## src/rtl/mem_pkg.sv

```systemverilog
// Shared memory-side types and default geometry for the block memory port arbiter.
package mem_pkg;

    localparam int unsigned SIZE       = 32;
    localparam int unsigned BLOCK_SIZE = 5;
    localparam int unsigned ADDR_SIZE  = 24;

    typedef logic [SIZE-1:0]            word_t;
    typedef logic [SIZE*BLOCK_SIZE-1:0] block_t;

endpackage

```

## src/rtl/rr_arb.sv

```systemverilog
// Round-robin arbiter: rotating priority pointer plus a combinational one-hot grant.
module rr_arb #(
    parameter int unsigned N = 4
) (
    input  logic         i_clk,
    input  logic         i_rst,
    input  logic [N-1:0] i_req,
    output logic [N-1:0] o_gnt
);

    localparam int unsigned PW = (N > 1) ? $clog2(N) : 1;

    logic [PW-1:0] ptr_q;
    logic [PW-1:0] ptr_d;
    logic [PW-1:0] idx;
    logic [PW:0]   sum;
    logic [N-1:0]  gnt;
    logic          found;

    // Scan from the pointer upward (mod N); the first requester wins and the pointer moves past it.
    always_comb begin
        gnt   = '0;
        ptr_d = ptr_q;
        found = 1'b0;
        idx   = '0;
        sum   = '0;
        for (int unsigned i = 0; i < N; i++) begin
            sum = {1'b0, ptr_q} + (PW+1)'(i);
            if (sum >= (PW+1)'(N)) begin
                sum = sum - (PW+1)'(N);
            end
            idx = sum[PW-1:0];
            if (!found && i_req[idx]) begin
                found    = 1'b1;
                gnt[idx] = 1'b1;
                ptr_d    = (idx == PW'(N-1)) ? '0 : PW'(idx + PW'(1));
            end
        end
        if (i_rst) begin
            gnt = '0;
        end
    end

    assign o_gnt = gnt;

    always_ff @(posedge i_clk) begin
        if (i_rst) begin
            ptr_q <= '0;
        end else begin
            ptr_q <= ptr_d;
        end
    end

endmodule

```

## src/rtl/mem_port_arb.sv

```systemverilog
// Shares the block memory's write and read ports among NUM_REQ lanes with independent
// round-robin arbitration; read data returns registered one cycle after the grant.
module mem_port_arb
    import mem_pkg::*;
#(
    parameter int unsigned NUM_REQ    = 4,
    parameter int unsigned SIZE       = mem_pkg::SIZE,
    parameter int unsigned BLOCK_SIZE = mem_pkg::BLOCK_SIZE,
    parameter int unsigned ADDR_SIZE  = mem_pkg::ADDR_SIZE
) (
    input  logic                                   i_clk,
    input  logic                                   i_rst,
    input  logic [NUM_REQ-1:0]                     i_wreq,
    input  logic [NUM_REQ*ADDR_SIZE-1:0]           i_waddr,
    input  logic [NUM_REQ*SIZE*BLOCK_SIZE-1:0]     i_wdata,
    input  logic [NUM_REQ*$clog2(BLOCK_SIZE)-1:0]  i_wsize,
    output logic [NUM_REQ-1:0]                     o_wgnt,
    input  logic [NUM_REQ-1:0]                     i_rreq,
    input  logic [NUM_REQ*ADDR_SIZE-1:0]           i_raddr,
    output logic [NUM_REQ-1:0]                     o_rgnt,
    output logic [NUM_REQ-1:0]                     o_rvalid,
    output logic [SIZE*BLOCK_SIZE-1:0]             o_rdata,
    output logic [ADDR_SIZE-1:0]                   o_mem_addr_w,
    output logic [SIZE*BLOCK_SIZE-1:0]             o_mem_data_w,
    output logic [$clog2(BLOCK_SIZE)-1:0]          o_mem_wr_size,
    output logic                                   o_mem_wr_en,
    output logic [ADDR_SIZE-1:0]                   o_mem_addr_r,
    input  logic [SIZE*BLOCK_SIZE-1:0]             i_mem_data
);

    localparam int unsigned BW = SIZE * BLOCK_SIZE;
    localparam int unsigned WS = $clog2(BLOCK_SIZE);

    logic [NUM_REQ-1:0] wgnt;
    logic [NUM_REQ-1:0] rgnt;

    logic [ADDR_SIZE-1:0] mem_addr_w;
    logic [BW-1:0]        mem_data_w;
    logic [WS-1:0]        mem_wr_size;
    logic [ADDR_SIZE-1:0] mem_addr_r;

    logic [NUM_REQ-1:0] rvalid_q;
    logic [NUM_REQ-1:0] rvalid_d;
    logic [BW-1:0]      rdata_q;
    logic [BW-1:0]      rdata_d;

    rr_arb #(.N(NUM_REQ)) u_warb (
        .i_clk (i_clk),
        .i_rst (i_rst),
        .i_req (i_wreq),
        .o_gnt (wgnt)
    );

    rr_arb #(.N(NUM_REQ)) u_rarb (
        .i_clk (i_clk),
        .i_rst (i_rst),
        .i_req (i_rreq),
        .o_gnt (rgnt)
    );

    // One-hot grant selects the winning lane's fields; idle channels drive zero.
    always_comb begin
        mem_addr_w  = '0;
        mem_data_w  = '0;
        mem_wr_size = '0;
        mem_addr_r  = '0;
        for (int unsigned k = 0; k < NUM_REQ; k++) begin
            if (wgnt[k]) begin
                mem_addr_w  = i_waddr[k*ADDR_SIZE +: ADDR_SIZE];
                mem_data_w  = i_wdata[k*BW +: BW];
                mem_wr_size = i_wsize[k*WS +: WS];
            end
            if (rgnt[k]) begin
                mem_addr_r = i_raddr[k*ADDR_SIZE +: ADDR_SIZE];
            end
        end
    end

    // Read return: capture memory data on a grant, otherwise hold the last block.
    always_comb begin
        rvalid_d = rgnt;
        rdata_d  = (|rgnt) ? i_mem_data : rdata_q;
    end

    always_ff @(posedge i_clk) begin
        if (i_rst) begin
            rvalid_q <= '0;
            rdata_q  <= '0;
        end else begin
            rvalid_q <= rvalid_d;
            rdata_q  <= rdata_d;
        end
    end

    assign o_wgnt        = wgnt;
    assign o_rgnt        = rgnt;
    assign o_mem_wr_en   = |wgnt;
    assign o_mem_addr_w  = mem_addr_w;
    assign o_mem_data_w  = mem_data_w;
    assign o_mem_wr_size = mem_wr_size;
    assign o_mem_addr_r  = mem_addr_r;
    assign o_rvalid      = rvalid_q;
    assign o_rdata       = rdata_q;

endmodule

```

## config.mk

```make
export PLATFORM = sky130hd
export DESIGN_NAME = mem_port_arb
export DESIGN_NICKNAME = d
export VERILOG_FILES = /design/src/rtl/mem_pkg.sv /design/src/rtl/rr_arb.sv /design/src/rtl/mem_port_arb.sv
export SDC_FILE = /design/constraint.sdc
export NUM_CORES = 1
export LEC_CHECK = 0
export CORE_AREA = 8 8 544 546
export DETAILED_ROUTE_END_ITERATION = 7
export DIE_AREA = 0 0 552 554
export PLACE_DENSITY = 0.3
export SLEW_MARGIN = 20
export SYNTH_ARGS = -nofsm -noshare
export SYNTH_HDL_FRONTEND = slang
export SYNTH_HIERARCHICAL = 1
export SYNTH_SLANG_ARGS = --single-unit
```

## constraint.sdc

```tcl
create_clock -name i_clk -period 10.5 [get_ports i_clk]
set_clock_uncertainty 0.05 [all_clocks]
set_input_delay 2.1 -clock i_clk [delete_from_list [all_inputs] [get_ports i_clk]]
set_output_delay 2.1 -clock i_clk [all_outputs]
set_load 0.02 [all_outputs]
```

# After elaboration in Yosys (flattened, before gate mapping)
# Index checks and enable logic that the tools add are counted.
# word_totals
reg_bits	168
output_inout_bits	384
# op_classes
addsub	22
n_lt_le_gt_ge	24
eq_ne	8
n_mux	88
bitwise_logic	6
n_reduce_logical	24
# op_table
cell	count
$mux 160	4
$mux 24	8
$mux 2	24
$mux 4	10
$lt 2x3->1 const B	8
$or 4x4->4	6
$mux 1	22
$ge 3x3->1 const B	6
$add 2x1->2 const B	8
$bmux 1 s2	8
$demux 1 s2	8
$eq 2x2->1 const B	8
$ge 2x1->1 const B	8
$sub 2x1->2 const B	8
$logic_and 1x1->1	14
$add 2x2->3 const B	4
$mux 3	4
$reduce_bool 4->1	2
$reduce_or 4->1	2
$add 2x1->3 const B	2
$ge 2x3->1 const B	2
$logic_not 1->1	6

# Longest topological paths before layout
# Gate-level depths: netlist of the first run.
# depth
depth_word	19
mapped_depth	14

# Modules after synthesis
# The synthesis of the first run kept the hierarchy.
# by_module_without_submodules
module	n_inst	cells_per_inst	area_per_inst_um2	seq_area_each_um2
mem_port_arb	1	1465	10074.7	3283.1
rr_arb	2	56	523.0	40.0

# Worst setup path before layout of the first run
# No wires, ideal clock.
# synth_path
path_kind	input port to output port
startpoint	in i_wreq[2]
endpoint	out o_mem_data_w[100]
arrival_ns	4.945
required_ns	8.350
setup_slack_ns	3.405
cell_stages	11
path_cell_list	mux4_2 clkbuf_1 nand3b_1 a21o_1 a21oi_1 nand2b_1 buf_2 clkbuf_1 clkbuf_1 o22ai_1 a21oi_1
# synth_via
elab_cells_between_ends	29
# synth_lines
element	line_no	text
start: declaration	mem_port_arb.sv:13	input logic [NUM_REQ-1:0] i_wreq,
$bmux 1 s2	rr_arb.sv:33	if (!found && i_req[idx]) begin
$mux 1 (implied by the code)	rr_arb.sv:33	
$mux 1	rr_arb.sv:33	
$logic_not 1->1	rr_arb.sv:33	
$logic_and 1x1->1	rr_arb.sv:33	
$mux 1	rr_arb.sv:33	
$logic_not 1->1	rr_arb.sv:33	
$logic_and 1x1->1	rr_arb.sv:33	
$mux 1	rr_arb.sv:33	
$logic_not 1->1	rr_arb.sv:33	
$logic_and 1x1->1	rr_arb.sv:33	
$mux 4 *	rr_arb.sv:33	
$mux 4 *	rr_arb.sv:39	if (i_rst) begin
via o_wgnt[3]	mem_port_arb.sv:17	output logic [NUM_REQ-1:0] o_wgnt,
$mux 160 *	mem_port_arb.sv:68	if (wgnt[k]) begin
end: declaration	mem_port_arb.sv:24	output logic [SIZE*BLOCK_SIZE-1:0] o_mem_data_w,
# The timed path passes the listed nets; every way through them passes the cells marked *. The select of a mux whose other input is x is not followed.

# Worst setup path after layout of the first run
# layout_path
startpoint	in i_wreq[3]
endpoint	out o_mem_data_w[55]
# layout_via
elab_chain_cells	17
elab_cells_between_ends	29
# layout_lines
element	line_no
$bmux 1 s2	rr_arb.sv:33
$mux 1 (implied by the code)	rr_arb.sv:33
$mux 1	rr_arb.sv:33
$logic_not 1->1	rr_arb.sv:33
$logic_and 1x1->1	rr_arb.sv:33
$mux 1	rr_arb.sv:33
$logic_not 1->1	rr_arb.sv:33
$logic_and 1x1->1	rr_arb.sv:33
$mux 1	rr_arb.sv:33
$logic_not 1->1	rr_arb.sv:33
$logic_and 1x1->1	rr_arb.sv:33
$mux 4 *	rr_arb.sv:33
$mux 4 *	rr_arb.sv:39
$mux 160 (3 in a row)	mem_port_arb.sv:68
$mux 160 *	mem_port_arb.sv:68
# Mark *: on every way between the ends. The rest lies on a longest branch, timed or not. The select of a mux whose other input is x is not followed.

==> results of run 1 <==
[cell usage in the layout (no fill, tap or decap), types with 3 or more instances in the layout]
| master | count |
|---|---|
| clkdlybuf4s50_1 | 1358 |
| inv_1 | 6 |
| nand2_1 | 332 |
| diode_2 | 38 |
| or4_4 | 3 |
| dfxtp_1 | 168 |
| clkbuf_16 | 17 |
| a21o_1 | 10 |
| mux4_2 | 6 |
| clkinv_8 | 6 |
| inv_8 | 4 |
| ha_1 | 12 |
| nor2b_1 | 4 |
| a21oi_1 | 359 |
| a31oi_1 | 5 |
| inv_6 | 4 |
| nor2_1 | 7 |
| o22ai_1 | 208 |
| a21oi_2 | 15 |
| buf_12 | 11 |
| a22oi_1 | 216 |
| o21ai_0 | 4 |
| nand3b_1 | 11 |
| mux2_2 | 4 |
| buf_4 | 96 |
[sequential cells by signal, summed over array words and instances (netlist names)]
signal        cells
o_rvalid          4
u_warb/ptr_q      2
u_rarb/ptr_q      2
o_rdata         160
[routing by layer]
layer  global-route usage  up-vias  part of all wire
li1                     -     8622                 -
met1               0.1539     9693              0.36
met2               0.2624     1426              0.49
met3              0.07088      428              0.11
met4              0.04426      104             0.037
met5                    0        -            0.0029
[per-stage QoR]
step	std cells	hold slack, ns	area, sq um	total power, mW
2_1_floorplan	1577	0.4783	11120	4.562
3_3_place_gp	6650	0.3981	29720	10.91
3_5_place_dp	6652	0.3937	29790	10.81
4_1_cts	6684	0.4058	30410	11.64
5_1_grt	6712	0.4164	30480	11.87
6_report	6722	0.4035	30500	11.06
[area by class of cell]
class | instances | area share
timing repair buffer | 1467 | 0.4773
clock buffer | 17 | 0.01395
inverter | 8 | 0.001231
tap | 3781 | 0.1551
sequential | 168 | 0.1103
multi-input combinational | 1228 | 0.2328
antenna | 38 | 0.003117
clock inverter | 15 | 0.006276
[how the worst max path moves through the flow]
stage | startpoint | endpoint | slack, ns | depth (start not counted)
finish | i_wreq[3] | o_mem_data_w[55] | 0.84 | 11
global placement | i_wreq[1] | o_mem_data_w[46] | 0.44 | 12
detailed placement | i_wreq[1] | o_mem_data_w[55] | 0.75 | 11
global route | i_wreq[1] | o_mem_data_w[55] | 0.73 | 11
floorplan | i_wreq[2] | o_mem_data_w[100] | 3.40 | 11
CTS | i_wreq[1] | o_mem_data_w[55] | 0.74 | 11
[kinds of logic after synthesis]
kind of cell / synth area share
buffers and inverters: 0.06908
flip-flops: 0.3024
AND/OR/NAND/NOR: 0.1370
adder cells (fa/ha/maj): 0.01350
multiplexers: 0.02475
AO/OA/AOI/OAI: 0.4532
[power breakdown]
group	internal (mW)	total, mW	switching (mW)
logic	2.94	9.24	6.30
registers	0.917	1.08	0.164
clock network	0.327	0.739	0.413
total	4.19	11.1	6.88
[worst max-delay path: cells and delay by family]
kind | cells | cell delay, ns
and+or+nand+nor | 2 | 1.09
buffers and inverters | 4 | 1.89
muxes | 1 | 0.66
AOI/OAI and AO/OA | 4 | 1.66
[synthesized netlist by cell type, types with 4 or more instances]
master,count,area share
nand3b_1,11,0.0074
buf_2,26,0.012
clkbuf_1,123,0.042
nor2_1,8,0.0027
nor2b_1,5,0.0028
a31oi_1,5,0.0028
inv_1,6,0.0020
ha_1,12,0.014
buf_4,11,0.0074
a21o_1,10,0.0068
o22ai_1,209,0.12
mux2_2,4,0.0041
buf_1,11,0.0037
o21ai_0,4,0.0018
mux4_2,6,0.012
a21oi_1,376,0.17
dfxtp_1,168,0.30
nand2_1,332,0.11
a22oi_1,216,0.15
==> qor.yml, run 1 <==
logic_synthesis:
  syn_nets: 2603
  syn_area_sq_mm: 0.01112
  ys_ff_latch: 168
  syn-instance-count: 1577
  yosysWarnings: 6
  ys.flop_type: "dfxtp_1"
  ys_types: 37
  synth_enable_flop_cells: 0
  async_flop_share: 0
  avgSynthCellArea_sq_um: 7.052
  synth.yosys.seq_area_share: 0.3024
worst_setup_path:
  worst_ep_required_time_ns: 8.35
  slowest_delay_ns: 0.87
  cp.arrival_ns: 7.51
  r2r-end: "o_rdata[42]"
  crit_slowest_cell: "a21oi_1"
  path_class: "input pin to primary output"
  worst-r2r-cell-count: 10
  crit_path_start_kind: "input pin"
  critPathCaptureType: "primary output"
  crit_fanout: 54
  crit-reg2reg-launch: "u_rarb/ptr_q[0]"
  r2r_setup_slack_ns: 5.32
  crit_chain: "clkdlybuf4s50_1 > mux4_2 > nor4b_2 > a22oi_1 > a21oi_1 > buf_4 > nor2b_4 > buf_12 > a22oi_1 > a21oi_1 > clkdlybuf4s50_1"
die:
  die_x_um: 552
  initial_core_util: 0.03876
  ios: 1398
  die_area_sq_mm: 0.3058
  rows: 197
  die_h_um: 554
  core_sq_mm: 0.2869
cts:
  hold_buffers: 0
  cts_buffers: 17
  cts.path.max_buffers: 2
  htree_levels: 4
  clock_latency_ns: 0.55
  post-cts-setup-buffer-count: 0
  cts_tree: "yes"
  cts.root.buffer_cell: "clkbuf_16"
  path_clk_slew_ns: 0.08
  cts_resized: 0
  cts.sinks: 168
timing:
  slew_viol_final: 0
  final.setup.tns_ns: 0
  min_period_over_period: 0.9195
  fmax_mhz: 103.6
  rsz0062_at_grt: "no"
  setup_viol: 0
  finalHoldViolCount: 0
  layout_setup_ws_ns: 0.8448
  worst_pin_slew_ns: 1.189
  relSlewSlack: 0.2072
  min_period_ns: 9.655
grt:
  grt_overflow_total: 0
  grt_pass1_wl_um: 286100
  grt.total_usage: 0.1476
  grt_max_degree: 151
  antenna_found_initial: 226
  grt_pass1_vias: 21226
drt:
  vias_per_cell: 3.016
  wire_per_inst_um: 35.30
  vias: 20273
  ant_nets: 0
  first_pass_iters: 5
  finalWirelength_um: 237300
  drt_iter0_markers: 1379
  drc: 0
placement:
  dp_hpwl_um: 214200
  routabilityCongestion: 0.9232
  pre_cts_slack_ns: 0.7536
  io_buffers: 1397
worst_hold_path:
  min_delay_path_depth: 2
  hold_path_startpoint: "o_rdata[57]"
  hp-class: "register to register"
  hold_end: "o_rdata[57]"
pwr:
  peakVddDrop_uv: 195.8
  power_density_mw_per_mm2: 362.7
  p_leak_nw: 9.480
status:
  status: "finished clean"
finish:
  fillerInstances: 33332
  multi_input_area_sq_mm: 0.007101
  drive_gt1_frac: 0.06407
  seq_area_sq_mm: 0.003363
  syn_to_final_growth_pct: 174.3
  final_util: 0.1063
  nets: 3916
run:
  maxCapViolCount: 0
No activity file was read; power rests on OpenSTA's default activity.
==> run 2: changes to the inputs <==
CORE_AREA = 2 2 538 540   (was 8 8 544 546)
DIE_AREA = 0 0 540 542   (was 0 0 552 554)
TNS_END_PERCENT = 100   (was default)
==> run 2 against run 1 <==
  * Total power is 1.5% lower
  * Clock power decreased by 5.8%
  * Non-clock buffer count fell by 3
  * First-iteration DRC count fell by 21%
  * Final cell count fell by 0.21%
  * Fmax fell by 1.5%
  * Via count shrank 2.1%
  * Critical path depth is 1 higher
  * Register-to-register slack lost 0.34 ns
  * Critical endpoint is now o_mem_data_w[92]
  * Largest cell class unchanged
  * Highest routed layer unchanged
==> qor.yml, run 2 (synthesis gave the netlist of run 1 again) <==
cts:
  cts_buffers: 17  # unchanged
  htree_levels: 4  # unchanged
  cts.path.max_buffers: 2  # unchanged
  cts_tree: "yes"
  clock_latency_ns: 0.53  # -0.02 ns
  hold_buffers: 0  # unchanged
  path_clk_slew_ns: 0.07  # about the same
  cts.sinks: 168  # unchanged
  cts.root.buffer_cell: "clkbuf_16"
  cts_resized: 0  # unchanged
  post-cts-setup-buffer-count: 0  # unchanged
timing:
  worst_pin_slew_ns: 1.440  # +0.2504 ns
  slew_viol_final: 0  # unchanged
  min_period_over_period: 0.9339  # +0.01431
  rsz0062_at_grt: "no"
  final.setup.tns_ns: 0  # unchanged
  setup_viol: 0  # unchanged
  finalHoldViolCount: 0  # unchanged
  fmax_mhz: 102.0  # -1.5%
  relSlewSlack: 0.04019  # -0.1670
  min_period_ns: 9.805  # +0.1503 ns
placement:
  dp_hpwl_um: 203300  # -5.1%
  dpl.cell_count: 6648  # -0.060%
  postPlaceCellArea_sq_mm: 0.02972  # -0.22%
  io_buffers: 1397  # unchanged
  routabilityCongestion: 0.9082  # -1.6%
worst_setup_path:
  crit_fanout: 39  # -28%
  crit_chain: "clkdlybuf4s50_1 > mux4_2 > nor4b_2 > a22oi_1 > a21oi_1 > buf_4 > nand2b_4 > buf_4 > o22ai_1 > buf_4 > a21oi_1 > clkdlybuf4s50_1"
  cp.arrival_ns: 7.66  # +0.15 ns
  worst_ep_required_time_ns: 8.35  # about the same
  slowest_delay_ns: 0.76  # -0.11 ns
  crit_slowest_cell: "clkdlybuf4s50_1"
  crit_path_start_kind: "input pin"
  path_class: "input pin to primary output"
  crit_path_frequent_cell: "buf_4"
  critPathCaptureType: "primary output"
drt:
  drt_iter0_markers: 1090  # -21%
  ant_nets: 0  # unchanged
  first_pass_iters: 5  # unchanged
  drc: 0  # unchanged
  wire_per_inst_um: 33.67  # -4.6%
  vias_per_cell: 2.960  # -1.9%
  finalWirelength_um: 225900  # -4.8%
  vias: 19854  # -2.1%
finish:
  nets: 3913  # -0.077%
  final_cells: 6708  # -0.21%
  syn_to_final_growth_pct: 173.5
  fillerInstances: 33297  # -0.11%
  final_cell_mix: "clkdlybuf4s50_1, a21oi_1, nand2_1"
  largest_register_ffs: 160  # unchanged
  final_util: 0.1060  # -0.0003100
  drive_gt1_frac: 0.06552  # +0.001446
  design_area_sq_mm: 0.03041  # -0.29%
  layout_commonest_cell: "clkdlybuf4s50_1"
grt:
  grt_max_degree: 125  # -17%
  grt.total_usage: 0.1478  # +0.0001870
  grt_pass1_vias: 20214  # -4.8%
  grt_overflow_total: 0  # unchanged
  antenna_found_initial: 188  # -17%
  grt_pass1_wl_um: 268900  # -6.0%
die:
  die_area_sq_mm: 0.2927  # -4.3%
  die_x_um: 540  # -2.2%
  core_sq_mm: 0.2869  # unchanged
  rows: 197  # unchanged
  ios: 1398  # unchanged
  initial_core_util: 0.03876  # unchanged
  die_h_um: 542  # -2.2%
pwr:
  finalPower_mw: 10.90  # -1.5%
  p_leak_nw: 9.492  # +0.12%
  peakVddDrop_uv: 303.1  # +55%
  power_density_mw_per_mm2: 358.4  # -1.2%
run:
  maxCapViolCount: 0  # unchanged
status:
  status: "finished clean"
worst_hold_path:
  hp-class: "register to register"
[run 2: per-layer routing]
layer,up-vias,GRT usage,part of all wire
met5,-,0,0.0012
met4,40,0.04179,0.034
met3,337,0.07433,0.12
met2,1372,0.2621,0.49
met1,9501,0.1518,0.35
li1,8604,-,-
[run 2: layout make-up]
cell class              instances  area, sq um  share of cell area
clock buffers                  18        429.2             0.01411
diodes                         27        67.56            0.002221
inverters                       8        37.54            0.001234
well taps                    3781         4731              0.1555
multi-input cells            1228         7077              0.2327
repair buffers               1464        14540              0.4782
flip-flops and latches        168         3363              0.1106
clock inverters                14        165.2            0.005430
[run 2: worst max-delay path: cells and delay by family]
kind | cells | cell delay (ns)
buffers and inverters | 5 | 2.30
AO/OA/AOI/OAI | 4 | 1.46
AND/OR/NAND/NOR | 2 | 1.02
multiplexers | 1 | 0.67
[run 2: report_power, final]
group / total [mW] / switching, mW / internal, mW
Sequential: 1.09 / 0.169 / 0.918
Clock: 0.696 / 0.359 / 0.337
Combinational: 9.12 / 6.20 / 2.92
[run 2: final timing paths]
kind | startpoint | end | slack, ns | cells after the start
max reg2reg | u_rarb/ptr_q[0] | o_rdata[40] | 4.98 | 11
min reg2reg | o_rdata[133] | o_rdata[133] | 0.40 | 2
min | o_rdata[133] | o_rdata[133] | 0.40 | 2
max | i_wreq[3] | o_mem_data_w[92] | 0.69 | 12
[run 2: stage by stage]
step           hold WS [ns]  setup WS (ns)
6_report             0.4016         0.6945
5_1_grt              0.4162         0.4232
2_1_floorplan        0.4783          3.405
4_1_cts              0.4042         0.4704
3_3_place_gp         0.3936         0.4552
3_5_place_dp         0.3933         0.4856
==> run 3: changes to the inputs <==
CORE_AREA = 2 2 542 544   (was 2 2 538 540)
DIE_AREA = 0 0 544 546   (was 0 0 540 542)
clock period = 8.1 ns   (was 10.5 ns; I/O delays follow)
==> run 3 against run 2 <==
  * Cell area up 3.1%
  * Sequential cell count unchanged
  * Wire length decreased by 2.6%
  * Combinational power increased by 34%
  * Sequential power grew 28%
  * Hold slack lost 0.0019 ns
  * Critical path type unchanged
  * Largest cell class unchanged
  * Largest power group unchanged
  * Highest routed layer unchanged
==> qor.yml, run 3 (synthesis gave the netlist of run 1 again) <==
worst_setup_path:
  worst-r2r-cell-count: 11  # unchanged
  crit_fanout: 51  # +31%
  crit_path_start_kind: "input pin"
  cp.arrival_ns: 5.91  # -1.75 ns
  critPathCaptureType: "primary output"
  path_class: "input pin to primary output"
  worst_ep_required_time_ns: 6.43  # -1.92 ns
  r2r_setup_slack_ns: 3.52  # -1.46 ns
timing:
  fmax_mhz: 131.9
  slew_viol_final: 0  # unchanged
  worst_pin_slew_ns: 1.042  # -0.3973 ns
  min_period_ns: 7.582
  relSlewSlack: 0.3051  # +0.2649
  setup_viol: 0  # unchanged
  final.setup.tns_ns: 0  # unchanged
  min_period_over_period: 0.9361
  finalHoldViolCount: 0  # unchanged
  rsz0062_at_grt: "no"
cts:
  cts.sinks: 168  # unchanged
  clock_latency_ns: 0.50  # -0.03 ns
  htree_levels: 4  # unchanged
  cts.root.buffer_cell: "clkbuf_16"
  cts_resized: 0  # unchanged
  cts.path.max_buffers: 2  # unchanged
  hold_buffers: 0  # unchanged
  cts_buffers: 17  # unchanged
  cts_tree: "yes"
  path_clk_slew_ns: 0.06  # about the same
  post-cts-setup-buffer-count: 0  # unchanged
die:
  rows: 199  # +1.0%
  ios: 1398  # unchanged
  die_h_um: 546  # +0.74%
  core_sq_mm: 0.2921  # +1.8%
  initial_core_util: 0.03808  # -0.0006840
  die_area_sq_mm: 0.2970  # +1.5%
  die_x_um: 544  # +0.74%
drt:
  drc: 0  # unchanged
  drt_iter0_markers: 1039  # -4.7%
  vias: 19577  # -1.4%
  first_pass_iters: 5  # unchanged
  ant_nets: 0  # unchanged
  finalWirelength_um: 219900  # -2.6%
  wire_per_inst_um: 31.88  # -5.3%
  vias_per_cell: 2.838  # -4.1%
finish:
  final_cells: 6898  # +2.8%
  nets: 3912  # -0.026%
  final_cell_mix: "clkdlybuf4s50_1, a21oi_1, nand2_1"
  final_util: 0.1074  # +0.001407
  layout_commonest_cell: "clkdlybuf4s50_1"
  design_area_sq_mm: 0.03137  # +3.1%
  largest_register_ffs: 160  # unchanged
  drive_gt1_frac: 0.09452  # +0.02900
  syn_to_final_growth_pct: 182.1
pwr:
  p_leak_nw: 9.891  # +4.2%
  peakVddDrop_uv: 379.2  # +25%
  finalPower_mw: 14.52  # +33%
  power_density_mw_per_mm2: 462.9  # +29%
status:
  status: "finished clean"
worst_hold_path:
  hp-class: "register to register"
  min_delay_path_depth: 2  # unchanged
grt:
  grt_pass1_vias: 20370  # +0.77%
  grt_pass1_wl_um: 263000  # -2.2%
  grt.total_usage: 0.1420  # -0.005742
  grt_overflow_total: 0  # unchanged
  antenna_found_initial: 209  # +11%
  grt_max_degree: 160  # +28%
placement:
  postPlaceCellArea_sq_mm: 0.03060  # +2.9%
  routabilityCongestion: 0.9161  # +0.87%
  dp_hpwl_um: 199400  # -1.9%
  io_buffers: 1397  # unchanged
  dpl.cell_count: 6786  # +2.1%
run:
  maxCapViolCount: 0  # unchanged
==> run 3: cell types whose count changed in the layout (fill, tap and decap cells not counted), moves of 5 or more <==
cell,previous run,this run
buf_6,10,1
a22oi_2,5,0
diode_2,27,80
a22oi_1,211,216
buf_4,100,121
clkdlybuf4s50_1,1342,1250
buf_12,11,91
==> run 3: final timing paths <==
path | from | endpoint
setup / recovery | i_wreq[2] | o_mem_data_w[58]
hold / removal | o_rdata[138] | o_rdata[138]
setup reg to reg | u_rarb/ptr_q[0] | o_rdata[156]
hold reg to reg | o_rdata[138] | o_rdata[138]
==> run 3: cell type report <==
type	count	area, sq um
Fill cell	33906	260700
Timing Repair Buffer	1463	15250
Multi-Input combinational cell	1228	7038
Tap cell	3919	4903
Sequential cell	168	3363
Clock buffer	19	452.9
Antenna cell	80	200.2
Clock inverter	13	122.6
Inverter	8	37.54
==> run 3: per-stage QoR <==
stage	hold WS (ns)	setup WS [ns]
finish	0.3997	0.5175
global route	0.4128	0.2804
CTS	0.4027	0.3188
detailed placement	0.3929	0.3415
global placement	0.3881	0.3155
floorplan	0.4783	1.965
==> run 3: worst max-delay path, cell delays in order <==
cell	delay, ns
clkdlybuf4s50_1	0.48
mux4_2	0.64
nor4b_2	0.46
a22oi_1	0.11
a21oi_1	0.53
nand2b_4	0.11
buf_12	0.19
buf_4	0.35
o22ai_1	0.73
a21oi_1	0.24
buf_12	0.22
==> run 3: per-layer routing <==
| layer | wire length (um) | global-route usage | vias to the layer above |
|---|---|---|---|
| met2 | 121700 | 0.2856 | 1290 |
| met1 | 71320 | 0.1312 | 9154 |
| met4 | 10140 | 0.05297 | 38 |
| met5 | 264 | 0 | - |
| met3 | 16540 | 0.04211 | 430 |
| li1 | - | - | 8665 |
==> run 3: power breakdown <==
group / total [mW] / switching, mW / internal [mW]
Clock: 0.875 / 0.450 / 0.425
Sequential: 1.40 / 0.214 / 1.19
Combinational: 12.2 / 7.76 / 4.49
==> edit 1: new RTL, flow settings as in run 3 <==
Take the reset off `rdata_q` and load it in a clocked block of its own.
--- a/src/rtl/mem_port_arb.sv
+++ b/src/rtl/mem_port_arb.sv
@@ -86,9 +86,11 @@
         if (i_rst) begin
             rvalid_q <= '0;
-            rdata_q  <= '0;
         end else begin
             rvalid_q <= rvalid_d;
-            rdata_q  <= rdata_d;
         end
+    end
+
+    always_ff @(posedge i_clk) begin
+        rdata_q <= rdata_d;
     end
 
Check against the original RTL: differs if i_rst is asserted again (counterexample within 4 cycles, from zero or initial values and one cycle with i_rst high); with i_rst held inactive, the same outputs for 4 cycles.
==> edit 1 against run 3 <==
- register-to-register slack worse by 0.65 ns
- synthesized cell count is 34% lower
- synthesized area is 3.8% higher
- count of clock-buffer cells in the layout is 1 lower
- wire length is 1.7% lower
- sequential cell count stayed put
- final area is 3.1% higher
- worst setup slack worse by 0.089 ns
- die area stayed put
- non-clock buffer count is 48 higher
- power is 0.45% higher
- core utilization is 0.33 points higher
- critical endpoint is now o_mem_data_w[99]
- highest routed layer unchanged
==> edit 1: results (changes against run 3) <==
metric,value,unit,change
fin_ws,0.429,ns,was 0.518 ns
crit_path_end,o_mem_data_w[99],,was o_mem_data_w[58]
insertion_delay,0.50,ns,about the same
track_usage,13.9,%,was 14.2%
antenna_found_initial,217,,was 209
synthMuxAreaShare,2.39,%,was 2.48%
grt_first_pass_wirelength,254,mm,was 263 mm
hold-path-endpoint,u_rarb/ptr_q[1]$_SDFFE_PP0P_,,was o_rdata[138]$_SDFFE_PP0P_
synthAdderAreaFrac,1.30,%,was 1.35%
wirelength,216,mm,was 220 mm
intPower,0.00688,W,was 0.00610 W
arrival,6.00,ns,was 5.91 ns
synth_commonest_cells,"o22ai_1, edfxtp_1, a22oi_1, a21oi_1, a21oi_2",,"was a21oi_1, nand2_1, a22oi_1, o22ai_1, dfxtp_1"
irDropWorstVdd,0.233,mV,was 0.379 mV
preCtsSetupSlack,0.295,ns,was 0.342 ns
wl_per_cell,33.6,um,was 31.9 um
holdWs,0.626,ns,was 0.400 ns
nets,3478,,"was 3,912"
placed_area,0.0316,mm^2,was 0.0306 mm^2
worst_path_max_delay_cell,mux4_2,,was o22ai_1
synth_edf_count,160,,was 0
worstHoldStart,u_rarb/ptr_q[1]$_SDFFE_PP0P_,,was o_rdata[138]$_SDFFE_PP0P_
pwr.group.clock,0.000897,W,was 0.000875 W
yosys-top-cells-area,"edfxtp_1, o22ai_1, a22oi_2, a22oi_1, a21oi_2",,"was dfxtp_1, a21oi_1, a22oi_1, o22ai_1, nand2_1"
drive_gt1_share,20.4,%,was 9.45%
synth_ff_type,edfxtp_1,,was dfxtp_1
tightest_slew,0.993,ns,was 1.04 ns
grt_max_degree,70,,was 160
synth_compound_area_share,44.0,%,was 45.3%
dr.first_iter.drc_count,884,,"was 1,039"
synth_fp_nets,2068,,"was 2,603"
dp_hpwl,197,mm,was 199 mm
cpLargestDelayFamily,buffers and inverters,,was compound AO/OA/AOI/OAI gates
critical_path.startpoint,i_wreq[1],,was i_wreq[2]
synth_cell_types,42,,was 37
status,finished clean,,unchanged
p_seq,0.00176,W,was 0.00140 W
grt_pass1_vias,17500,,"was 20,400"
yosysSeqAreaShare,43.0,%,was 30.2%
path_max_fanout,61,,was 51
rrSetupSlack,2.87,ns,was 3.52 ns
vias_per_cell,2.67,,was 2.84
reg2reg_to,o_rdata[13]$_DFFE_PP_,,was o_rdata[156]$_SDFFE_PP0P_
netlist_instances,1042,,"was 1,577"
whs_path_depth,2,,unchanged
cts_resized,0,,unchanged
p_leak,9.94,nW,was 9.89 nW
## edit 1: cell types whose count changed after synthesis, sizes merged, moves of 2 or more
cell    before  now
nand2      332   11
buf         50   83
edfxtp       0  160
a22oi      216  218
a31oi        5    3
a21oi      376  217
clkbuf     123   37
dfxtp      168    8
nand3b      11    9
## edit 1: layout make-up
type                            count  area, um^2
Fill cell                       33500      260000
Timing Repair Buffer             1511       15900
Multi-Input combinational cell    745        5820
Sequential cell                   168        4960
Tap cell                         3919        4900
Clock buffer                       18         429
Clock inverter                     14         165
Antenna cell                       47         118
Inverter                            9        41.3
## edit 1: layer usage
layer | up-vias | GRT usage [%] | wire length (um) | part of all wire, %
li1 | 7282 | - | - | -
met1 | 8212 | 17.2 | 91700 | 42
met2 | 1231 | 20.8 | 89500 | 41
met3 | 302 | 8.52 | 30400 | 14
met4 | 122 | 2.11 | 3670 | 1.7
met5 | - | 0 | 802 | 0.37
==> edit 2: new RTL, config.mk and constraints of run 3 <==
Without the edit above. Set the parameter `NUM_REQ` to 2 (it was 4).
--- a/src/rtl/mem_port_arb.sv
+++ b/src/rtl/mem_port_arb.sv
@@ -4,5 +4,5 @@
     import mem_pkg::*;
 #(
-    parameter int unsigned NUM_REQ    = 4,
+    parameter int unsigned NUM_REQ    = 2,
     parameter int unsigned SIZE       = mem_pkg::SIZE,
     parameter int unsigned BLOCK_SIZE = mem_pkg::BLOCK_SIZE,
Interface: changed (9 resized); port bits go from 1398 to 966. The function was not compared with the original's and may differ.
==> edit 2 against run 3 <==
- critical path depth fell by 3
- synthesized cell count shrank 36%
- final cell count down 16%
- count of clock-buffer cells in the layout is 7 higher
- final area decreased by 24%
- synthesized area shrank 20%
- critical endpoint is now o_mem_data_w[43]
- first-iteration DRC count fell by 42%
- worst setup slack improved by 1.0 ns
- wire length decreased by 44%
- sequential cell count shrank 4
Power is left out: it rests on default switching activity, and per cell area and clock period it moved more than threefold.
==> edit 2: results (changes against run 3) <==
metric,value,unit,change
status,finished clean,,unchanged
cts_resized,0,,unchanged
cts_setup_buffers,0,,unchanged
cts_buffer_depth,3,,was 2
synth_fp_nets,1602,,"was 2,603"
relSlewSlack,27.6,%,was 30.5%
reg2reg_to,o_rdata[65]$_SDFFE_PP0P_,,was o_rdata[156]$_SDFFE_PP0P_
clkTransAtPathRegs,0.05,ns,
fillers,34100,,"was 33,900"
rrSetupSlack,4.42,ns,was 3.52 ns
grt_max_degree,206,,was 160
path_max_fanout,80,,was 51
dr.pass1.iters,4,,was 5
synth_commonest_cells,"a22o_1, dfxtp_1, o21ai_0, a21oi_1, or3b_1",,"was a21oi_1, nand2_1, a22oi_1, o22ai_1, dfxtp_1"
synthArstFlopShare,0,%,unchanged
fp-row-count,199,,unchanged
synth_ff_type,dfxtp_1,,unchanged
critical_path.startpoint,i_wreq[0],,was i_wreq[2]
yosysSeqAreaShare,36.9,%,was 30.2%
critPathMaxStageDelay,0.67,ns,was 0.73 ns
grt_pass1_vias,12500,,"was 20,400"
antenna_found_initial,54,,was 209
cts_root_buf,clkbuf_16,,unchanged
track_usage,7.97,%,was 14.2%
vias_per_cell,2.11,,was 2.84
dr.first_iter.drc_count,598,,"was 1,039"
netlist_instances,1014,,"was 1,577"
arrival,4.91,ns,was 5.91 ns
hold-path-endpoint,o_rdata[96]$_SDFFE_PP0P_,,was o_rdata[138]$_SDFFE_PP0P_
rr_startpoint,u_rarb/ptr_q$_SDFFE_PP0P_,,was u_rarb/ptr_q[0]$_SDFFE_PP0P_
worst_path_max_delay_cell,clkdlybuf4s50_1,,was o22ai_1
dp_hpwl,105,mm,was 199 mm
worst_r2r_path_depth,6,,was 11
yosys_warnings,6,,unchanged
insertion_delay,0.57,ns,was 0.50 ns
whs_path_depth,2,,unchanged
gp_congestion,0.864,,was 0.916
cts_made_buffers,25,,was 17
yosys-top-cells-area,"dfxtp_1, a22o_1, or3b_1, o21ai_0, a21oi_1",,"was dfxtp_1, a21oi_1, a22oi_1, o22ai_1, nand2_1"
synth_cell_types,18,,was 37
port_buffers,965,,"was 1,397"
wl_per_cell,21.3,um,was 31.9 um
h-tree-depth,4,,unchanged
min_path_type,reg -> reg,,unchanged
largest_reg_flops,160,,unchanged
worstHoldStart,o_rdata[96]$_SDFFE_PP0P_,,was o_rdata[138]$_SDFFE_PP0P_
grt_first_pass_wirelength,151,mm,was 263 mm
nets,2479,,"was 3,912"
preCtsSetupSlack,1.46,ns,was 0.342 ns
final_cells,5828,,"was 6,898"
drive_gt1_share,3.43,%,was 9.45%
-- edit 2: cell types whose count changed after synthesis, sizes merged, moves of 27 or more --
cell,delta
a21oi,-216
a22o,+208
a22oi,-216
clkbuf,-27
nand2,-326
o21ai,+159
o22ai,-209
or3b,+158
-- edit 2: metal layers --
metal,track usage [%],routed length [um]
met5,0,100
met3,2.18,8670
met1,7.44,41200
met2,15.8,68000
met4,3.57,6050
-- edit 2: area by class of cell --
cell class	instances	share of cell area, %
Multi-Input combinational cell	712	21.0
Inverter	2	0.0315
Timing Repair Buffer	986	41.5
Clock buffer	26	2.69
Clock inverter	6	0.268
Antenna cell	13	0.137
Sequential cell	164	13.8
Tap cell	3919	20.6
-- edit 2: cells by family after synthesis --
kind of cell | share of synthesized area [%]
AOI/OAI and AO/OA | 39.0
and+or+nand+nor | 16.8
DFF | 36.9
buffers and inverters | 7.30
-- edit 2: worst max-delay path, delay by kind of cell --
family | cells | cell delay (ns)
AO/OA/AOI/OAI | 1 | 0.40
buffers and inverters | 4 | 1.85
AND/OR/NAND/NOR | 3 | 0.89
-- edit 2: stage by stage --
step | hold slack (ns) | instance area, um^2
after CTS | 0.504 | 23800
after detailed placement | 0.488 | 23100
final | 0.500 | 23800
after floorplan | 0.533 | 8900
after global routing | 0.520 | 23800
after global placement | 0.487 | 23100
-- edit 2: worst max-delay path by stage --
stage / end / slack, ns / cells after the start
after floorplan: o_mem_addr_r[10] / 2.87 / 6
after global placement: o_mem_data_w[108] / 1.41 / 8
after detailed placement: o_mem_data_w[43] / 1.46 / 8
after CTS: o_mem_data_w[108] / 1.46 / 8
after global routing: o_mem_data_w[43] / 1.39 / 8
final: o_mem_data_w[43] / 1.52 / 8
